### config.mk
export PLATFORM = sky130hd
export DESIGN_NAME = cordic_pipe_flat
export DESIGN_NICKNAME = d
export VERILOG_FILES = /design/src/rtl/cordic_pipe_if.sv /design/src/rtl/cordic_pipe.sv /design/src/flat_wrapper.sv
export SDC_FILE = /design/constraint.sdc
export NUM_CORES = 2
export LEC_CHECK = 0
export CAP_MARGIN = 20
export CORE_MARGIN = 3
export CORE_UTILIZATION = 65
export CTS_CLUSTER_SIZE = 28
export DETAILED_ROUTE_END_ITERATION = 10
export GPL_ROUTABILITY_DRIVEN = 0
export PLACE_DENSITY = 0.82
export SLEW_MARGIN = 20
export SYNTH_ARGS = -nofsm -noshare
export SYNTH_HDL_FRONTEND = slang
export SYNTH_SLANG_ARGS = --single-unit
export TNS_END_PERCENT = 20
### constraint.sdc
create_clock -name clock -period 34.6 [get_ports clock]
set_clock_uncertainty 0.15 [all_clocks]
set_input_delay 6.92 -clock clock [delete_from_list [all_inputs] [get_ports clock]]
set_output_delay 6.92 -clock clock [all_outputs]
set_load 0.03 [all_outputs]
### src/rtl/cordic_pipe_if.sv
// Sample stream interface for the pipelined CORDIC engine.
// The master side feeds input samples and accepts results; the slave side
// is the engine itself.
interface cordic_pipe_if #(
    parameter int WIDTH = 16,
    parameter int GUARD = 2
);

    logic                     in_valid;
    logic                     in_ready;
    logic                     in_mode;
    logic [WIDTH-1:0]         in_x;
    logic [WIDTH-1:0]         in_y;
    logic [WIDTH-1:0]         in_z;

    logic                     out_valid;
    logic                     out_ready;
    logic                     out_mode;
    logic [WIDTH+GUARD-1:0]   out_x;
    logic [WIDTH+GUARD-1:0]   out_y;
    logic [WIDTH-1:0]         out_z;

    modport master (
        output in_valid, in_mode, in_x, in_y, in_z, out_ready,
        input  in_ready, out_valid, out_mode, out_x, out_y, out_z
    );

    modport slave (
        input  in_valid, in_mode, in_x, in_y, in_z, out_ready,
        output in_ready, out_valid, out_mode, out_x, out_y, out_z
    );

endinterface

### src/rtl/cordic_pipe.sv
// Fully pipelined CORDIC engine, rotation or vectoring selected per sample.
// One quadrant pre-rotation register followed by STAGES iteration registers.
// The whole pipe advances together whenever the output slot is free or is
// being consumed; bubbles are carried through, never collapsed.
// x/y results carry the CORDIC gain (~1.6468), no compensation is applied.
module cordic_pipe #(
    parameter int WIDTH  = 16,
    parameter int STAGES = 14,
    parameter int GUARD  = 2
) (
    input  logic          clock,
    input  logic          reset,
    cordic_pipe_if.slave  bus
);

    localparam int W = WIDTH + GUARD;

    // atan(2^-i) scaled so that 2^32 is a full turn, rounded to nearest.
    function automatic logic [31:0] atan_raw(input logic [4:0] idx);
        logic [31:0] val;
        case (idx)
            5'd0:    val = 32'h2000_0000;
            5'd1:    val = 32'h12E4_051E;
            5'd2:    val = 32'h09FB_385B;
            5'd3:    val = 32'h0511_11D4;
            5'd4:    val = 32'h028B_0D43;
            5'd5:    val = 32'h0145_D7E1;
            5'd6:    val = 32'h00A2_F61E;
            5'd7:    val = 32'h0051_7C55;
            5'd8:    val = 32'h0028_BE53;
            5'd9:    val = 32'h0014_5F2F;
            5'd10:   val = 32'h000A_2F98;
            5'd11:   val = 32'h0005_17CC;
            5'd12:   val = 32'h0002_8BE6;
            5'd13:   val = 32'h0001_45F3;
            5'd14:   val = 32'h0000_A2FA;
            5'd15:   val = 32'h0000_517D;
            5'd16:   val = 32'h0000_28BE;
            5'd17:   val = 32'h0000_145F;
            5'd18:   val = 32'h0000_0A30;
            5'd19:   val = 32'h0000_0518;
            5'd20:   val = 32'h0000_028C;
            5'd21:   val = 32'h0000_0146;
            5'd22:   val = 32'h0000_00A3;
            5'd23:   val = 32'h0000_0051;
            5'd24:   val = 32'h0000_0029;
            5'd25:   val = 32'h0000_0014;
            5'd26:   val = 32'h0000_000A;
            5'd27:   val = 32'h0000_0005;
            5'd28:   val = 32'h0000_0003;
            5'd29:   val = 32'h0000_0001;
            5'd30:   val = 32'h0000_0001;
            default: val = 32'h0000_0000;
        endcase
        return val;
    endfunction

    // Rescale a table entry to a WIDTH-bit angle with round-to-nearest.
    function automatic logic [WIDTH-1:0] atan_entry(input logic [4:0] idx);
        logic [32:0] acc;
        acc = {1'b0, atan_raw(idx)};
        if (WIDTH < 32) begin
            acc = acc + (33'd1 << (31 - WIDTH));
            acc = acc >> (32 - WIDTH);
        end else begin
            acc = acc;
        end
        return WIDTH'(acc);
    endfunction

    // Pipeline state: index 0 is the pre-rotation register, index k the
    // result of iteration k-1, index STAGES drives the outputs.
    logic signed [W-1:0]  x_r [0:STAGES];
    logic signed [W-1:0]  y_r [0:STAGES];
    logic [WIDTH-1:0]     z_r [0:STAGES];
    logic [STAGES:0]      valid_r;
    logic [STAGES:0]      mode_r;

    logic                 ce_s;
    logic signed [W-1:0]  in_x_ext_s;
    logic signed [W-1:0]  in_y_ext_s;
    logic                 pre_flip_s;
    logic signed [W-1:0]  pre_x_s;
    logic signed [W-1:0]  pre_y_s;
    logic [WIDTH-1:0]     pre_z_s;

    logic signed [W-1:0]  x_nx_s [1:STAGES];
    logic signed [W-1:0]  y_nx_s [1:STAGES];
    logic [WIDTH-1:0]     z_nx_s [1:STAGES];
    logic [STAGES-1:0]    dir_s;

    // The pipe moves only when the output slot is empty or being taken.
    assign ce_s = ~valid_r[STAGES] | bus.out_ready;

    assign in_x_ext_s = {{GUARD{bus.in_x[WIDTH-1]}}, bus.in_x};
    assign in_y_ext_s = {{GUARD{bus.in_y[WIDTH-1]}}, bus.in_y};

    // Quadrant pre-rotation: fold the vector/angle into the CORDIC range by
    // negating x and y and adding pi to z.
    always_comb begin
        pre_flip_s = 1'b0;
        if (bus.in_mode) begin
            // vectoring: bring x into the right half plane (x = 0 stays)
            pre_flip_s = bus.in_x[WIDTH-1];
        end else begin
            // rotation: angle in quadrant 01 or 10 needs the pi fold
            pre_flip_s = bus.in_z[WIDTH-1] ^ bus.in_z[WIDTH-2];
        end

        if (pre_flip_s) begin
            pre_x_s = -in_x_ext_s;
            pre_y_s = -in_y_ext_s;
            pre_z_s = {~bus.in_z[WIDTH-1], bus.in_z[WIDTH-2:0]};
        end else begin
            pre_x_s = in_x_ext_s;
            pre_y_s = in_y_ext_s;
            pre_z_s = bus.in_z;
        end
    end

    // CORDIC micro-rotations: next value of every iteration register.
    always_comb begin
        dir_s = '0;
        for (int i = 0; i < STAGES; i++) begin
            if (mode_r[i]) begin
                // vectoring: drive y towards zero
                dir_s[i] = y_r[i][W-1];
            end else begin
                // rotation: drive z towards zero
                dir_s[i] = ~z_r[i][WIDTH-1];
            end

            if (dir_s[i]) begin
                x_nx_s[i+1] = x_r[i] - (y_r[i] >>> i);
                y_nx_s[i+1] = y_r[i] + (x_r[i] >>> i);
                z_nx_s[i+1] = z_r[i] - atan_entry(5'(i));
            end else begin
                x_nx_s[i+1] = x_r[i] + (y_r[i] >>> i);
                y_nx_s[i+1] = y_r[i] - (x_r[i] >>> i);
                z_nx_s[i+1] = z_r[i] + atan_entry(5'(i));
            end
        end
    end

    // Pipeline registers: cleared on reset, shifted together when enabled.
    always_ff @(posedge clock or posedge reset) begin
        if (reset) begin
            for (int k = 0; k <= STAGES; k++) begin
                x_r[k] <= '0;
                y_r[k] <= '0;
                z_r[k] <= '0;
            end
            valid_r <= '0;
            mode_r  <= '0;
        end else if (ce_s) begin
            x_r[0]  <= pre_x_s;
            y_r[0]  <= pre_y_s;
            z_r[0]  <= pre_z_s;
            valid_r <= {valid_r[STAGES-1:0], bus.in_valid};
            mode_r  <= {mode_r[STAGES-1:0], bus.in_mode};
            for (int k = 1; k <= STAGES; k++) begin
                x_r[k] <= x_nx_s[k];
                y_r[k] <= y_nx_s[k];
                z_r[k] <= z_nx_s[k];
            end
        end
    end

    assign bus.in_ready  = ce_s;
    assign bus.out_valid = valid_r[STAGES];
    assign bus.out_mode  = mode_r[STAGES];
    assign bus.out_x     = x_r[STAGES];
    assign bus.out_y     = y_r[STAGES];
    assign bus.out_z     = z_r[STAGES];

endmodule
### src/flat_wrapper.sv
// flat-port wrapper written by rule: the top's interface ports become plain ports
module cordic_pipe_flat 
#(
    parameter int WIDTH  = 16,
    parameter int STAGES = 14,
    parameter int GUARD  = 2
)
  (clock, reset, bus_in_valid, bus_in_mode, bus_in_x, bus_in_y, bus_in_z, bus_out_ready, bus_in_ready, bus_out_valid, bus_out_mode, bus_out_x, bus_out_y, bus_out_z);
  cordic_pipe_if #(.WIDTH(WIDTH), .GUARD(GUARD)) bus_i ();
  input  logic clock;
  input  logic reset;
  input wire logic [$bits(bus_i.in_valid)-1:0] bus_in_valid;
  input wire logic [$bits(bus_i.in_mode)-1:0] bus_in_mode;
  input wire logic [$bits(bus_i.in_x)-1:0] bus_in_x;
  input wire logic [$bits(bus_i.in_y)-1:0] bus_in_y;
  input wire logic [$bits(bus_i.in_z)-1:0] bus_in_z;
  input wire logic [$bits(bus_i.out_ready)-1:0] bus_out_ready;
  output wire logic [$bits(bus_i.in_ready)-1:0] bus_in_ready;
  output wire logic [$bits(bus_i.out_valid)-1:0] bus_out_valid;
  output wire logic [$bits(bus_i.out_mode)-1:0] bus_out_mode;
  output wire logic [$bits(bus_i.out_x)-1:0] bus_out_x;
  output wire logic [$bits(bus_i.out_y)-1:0] bus_out_y;
  output wire logic [$bits(bus_i.out_z)-1:0] bus_out_z;
  assign bus_i.in_valid = bus_in_valid;
  assign bus_i.in_mode = bus_in_mode;
  assign bus_i.in_x = bus_in_x;
  assign bus_i.in_y = bus_in_y;
  assign bus_i.in_z = bus_in_z;
  assign bus_i.out_ready = bus_out_ready;
  assign bus_in_ready = bus_i.in_ready;
  assign bus_out_valid = bus_i.out_valid;
  assign bus_out_mode = bus_i.out_mode;
  assign bus_out_x = bus_i.out_x;
  assign bus_out_y = bus_i.out_y;
  assign bus_out_z = bus_i.out_z;
  cordic_pipe #(.WIDTH(WIDTH), .STAGES(STAGES), .GUARD(GUARD)) u_core (.clock(clock), .reset(reset), .bus(bus_i));
endmodule
==> impl_metrics.py <==
metrics = {
    "layout": {
        "design_area_um2": 71200,
        "fin_nets": 8812,
        "area_growth_pct": 7.41,
        "stdcell_count": 9418,
        "fillers": 7853,
        "n_antenna_cell": 0,
        "drive_above_1_share_pct": 3.93,
    },
    "placed_design": {
        "place_inst": 9255,
        "placed_cell_area_um2": 68000,
        "hpwl_mm": 122,
        "io_buffers": 107,
    },
    "synth": {
        "yosys.area.top_type_share_pct": 30.6,
        "synth.avg_cell_area_um2": 8.22,
        "synthFlopType": "dfrtp_1",
        "async_reset_ff_share_pct": 100,
        "syn_inst": 8065,
        "synth_top_cell_by_area": "dfrtp_1",
        "syn-cell-area_um2": 66300,
        "ys_top_cells_by_count": "995 x nand2_1, 898 x a21oi_1, 818 x nor2_1, 809 x dfrtp_1, 725 x ha_1",
        "yosysWarnings": 0,
        "yosysSeqAreaShare_pct": 30.6,
        "syn_nets": 8886,
        "yosysUniqueCellTypes": 89,
        "synth_edf_count": 0,
        "synth-seq-cells": 809,
        "netlist_top_cells_area": "dfrtp_1 31%, ha_1 14%, a21oi_1 6.8%",
        "yosysMostFrequentCell": "nand2_1",
    },
    "outcome": {
        "run_status": "complete, no violations",
    },
    "timing": {
        "rsz0062_at_grt": "no",
        "slew_viol_final": 0,
        "worstMarginPinSlew_ns": 1.04,
        "fin_hold_ws_ns": 0.310,
        "setup-tns-final_ns": 0,
        "finalHoldViolCount": 0,
        "max_freq_mhz": 59.6,
        "finalCritPeriodShare_pct": 48.5,
        "min_period_ns": 16.78,
        "finalSetupViolations": 0,
        "relSlewSlack_pct": 30.6,
    },
    "worst_setup_path": {
        "crit_family": "buffers and inverters",
        "path_buf_inv": 4,
        "worst_ep_arrival_time_ns": 9.71,
        "cp_common_cell": "clkdlybuf4s50_1",
        "crit_type": "primary input to primary output",
        "required_ns": 27.53,
        "crit_path_end_kind": "primary output",
        "worst_path_max_delay_cell": "clkdlybuf4s50_1",
        "critical_path_peak_fanout": 110,
        "cp_cell_sequence": "clkdlybuf4s50_1, nor2b_4, buf_4, inv_8, clkdlybuf4s50_1",
        "cpPeakStageDelay_ns": 0.70,
        "crit_path_start_kind": "primary input",
    },
    "clocking": {
        "cts_tree": "done",
        "cts_setup_buffers": 0,
        "h-tree-depth": 3,
        "holdBufCountCts": 0,
        "clk_latency_ns": 0.69,
        "cts-resized-gates": 0,
        "clk_pin_slew_worst_paths_ns": 0.06,
        "cts_root_buffer": "clkbuf_16",
        "cts_sinks": 809,
        "cts_made_buffers": 90,
        "clockBufferDepth": 3,
    },
    "drt": {
        "drc": 0,
        "vias": 57786,
        "antenna_left": 0,
        "wirelength_mm": 165,
        "drt_iter0_markers": 4429,
        "viasPerCell": 6.14,
        "drt_first_pass_iters": 6,
        "wl_per_cell_um": 17.6,
    },
    "floorplanning": {
        "pin_count": 108,
        "fp.coreArea_um2": 101000,
        "die-area_um2": 106000,
        "die_h_um": 325,
        "num_rows": 116,
        "die_w_um": 325,
        "initial_core_util_pct": 65.9,
    },
    "global_route": {
        "grt_pass1_wl_mm": 274,
        "gr-usage-met3_pct": 3.89,
        "grt_overflow": 0,
        "grt_max_degree": 205,
        "grtUsageMet2_pct": 52.2,
        "grt_pass1_vias": 55713,
        "grt_use_met1_pct": 39.7,
        "antenna_found_initial": 0,
        "busiest_layer": "met2",
        "grt_usage_pct": 30.5,
    },
    "min_path": {
        "hold_class": "register to register",
    },
    "run": {
        "drv_cap": 0,
    },
}
cell usage in the layout (no fill, tap or decap), drive strengths merged, types with 43 or more instances in the layout:
cell,netlist,routed
o21bai,48,48
nand2,995,995
a21oi,900,900
o211ai,67,67
o31ai,114,114
inv,336,338
ha,725,725
nor3,229,229
and3,83,83
clkdlybuf4s50,0,107
nand3,119,119
or3,81,81
a211oi,75,75
nor2,818,818
o21ai,553,553
o21a,70,70
xor2,376,376
fa,43,43
nor2b,70,70
xnor2,416,416
a31oi,83,83
nand2b,86,86
dfrtp,809,809
a21o,137,137
clkbuf,232,129
path summary, 6_finish.rpt:
check	slack, ns	from	depth (start not counted)	end
worst max register to register	29.61	u_core.y_r[125]$_DFFE_PP0P_	15	u_core.y_r[105]$_DFFE_PP0P_
worst min-delay path	0.31	u_core.valid_r[13]$_DFFE_PP0P_	1	u_core.valid_r[14]$_DFFE_PP0P_
worst min register to register	0.31	u_core.valid_r[13]$_DFFE_PP0P_	1	u_core.valid_r[14]$_DFFE_PP0P_
worst max-delay path	17.82	bus_out_ready	5	bus_in_ready
max in group asynchronous	24.76	reset	5	u_core.y_r[233]$_DFFE_PP0P_
min in group asynchronous	6.68	reset	2	u_core.z_r[57]$_DFFE_PP0P_
state kept, by name, indices dropped and copies added, names as in the netlist:
register          count
u_core.x_r          251
u_core.valid_r       15
u_core.z_r          224
u_core.y_r          252
u_core.mode_r        15
u_core.bus.out_y     18
u_core.bus.out_x     18
u_core.bus.out_z     16
stage by stage:
stage	util [%]	setup slack (ns)
6_report	70.8	17.82
5_1_grt	70.8	17.70
4_1_cts	70.7	17.86
3_5_place_dp	67.6	17.86
3_3_place_gp	67.6	17.90
2_1_floorplan	-	4.81
per-layer routing:
metal,part of all wire (%),up-vias,wire [um]
met3,5.2,333,8670
met2,48,1600,79400
met1,43,27523,71500
li1,-,28330,-
met4,3.5,0,5840
met5,0,-,0
cell families (layout without fill, tap and decap cells):
group | Yosys count | after routing | synth area share (%)
buffers and inverters | 650 | 646 | 3.99
XOR/XNOR | 792 | 792 | 10.5
flip-flops | 809 | 809 | 30.6
multiplexers | 61 | 61 | 0.991
AO/OA/AOI/OAI | 2302 | 2302 | 20.9
AND/OR/NAND/NOR | 2683 | 2683 | 18.1
adder cells (fa/ha/maj) | 768 | 768 | 15.0
cell type report:
| class | instances | area [um2] | share of cell area (%) |
|---|---|---|---|
| multi-input cells | 6606 | 43400 | 61.0 |
| flip-flops and latches | 809 | 20200 | 28.4 |
| clock buffers | 129 | 2650 | 3.72 |
| well taps | 1357 | 1700 | 2.39 |
| repair buffers | 147 | 1420 | 2.00 |
| inverters | 337 | 1280 | 1.80 |
| clock inverters | 33 | 472 | 0.663 |
Power is not shown: default switching activity piles up to over one toggle a cycle in this logic, so the estimate is an artifact.
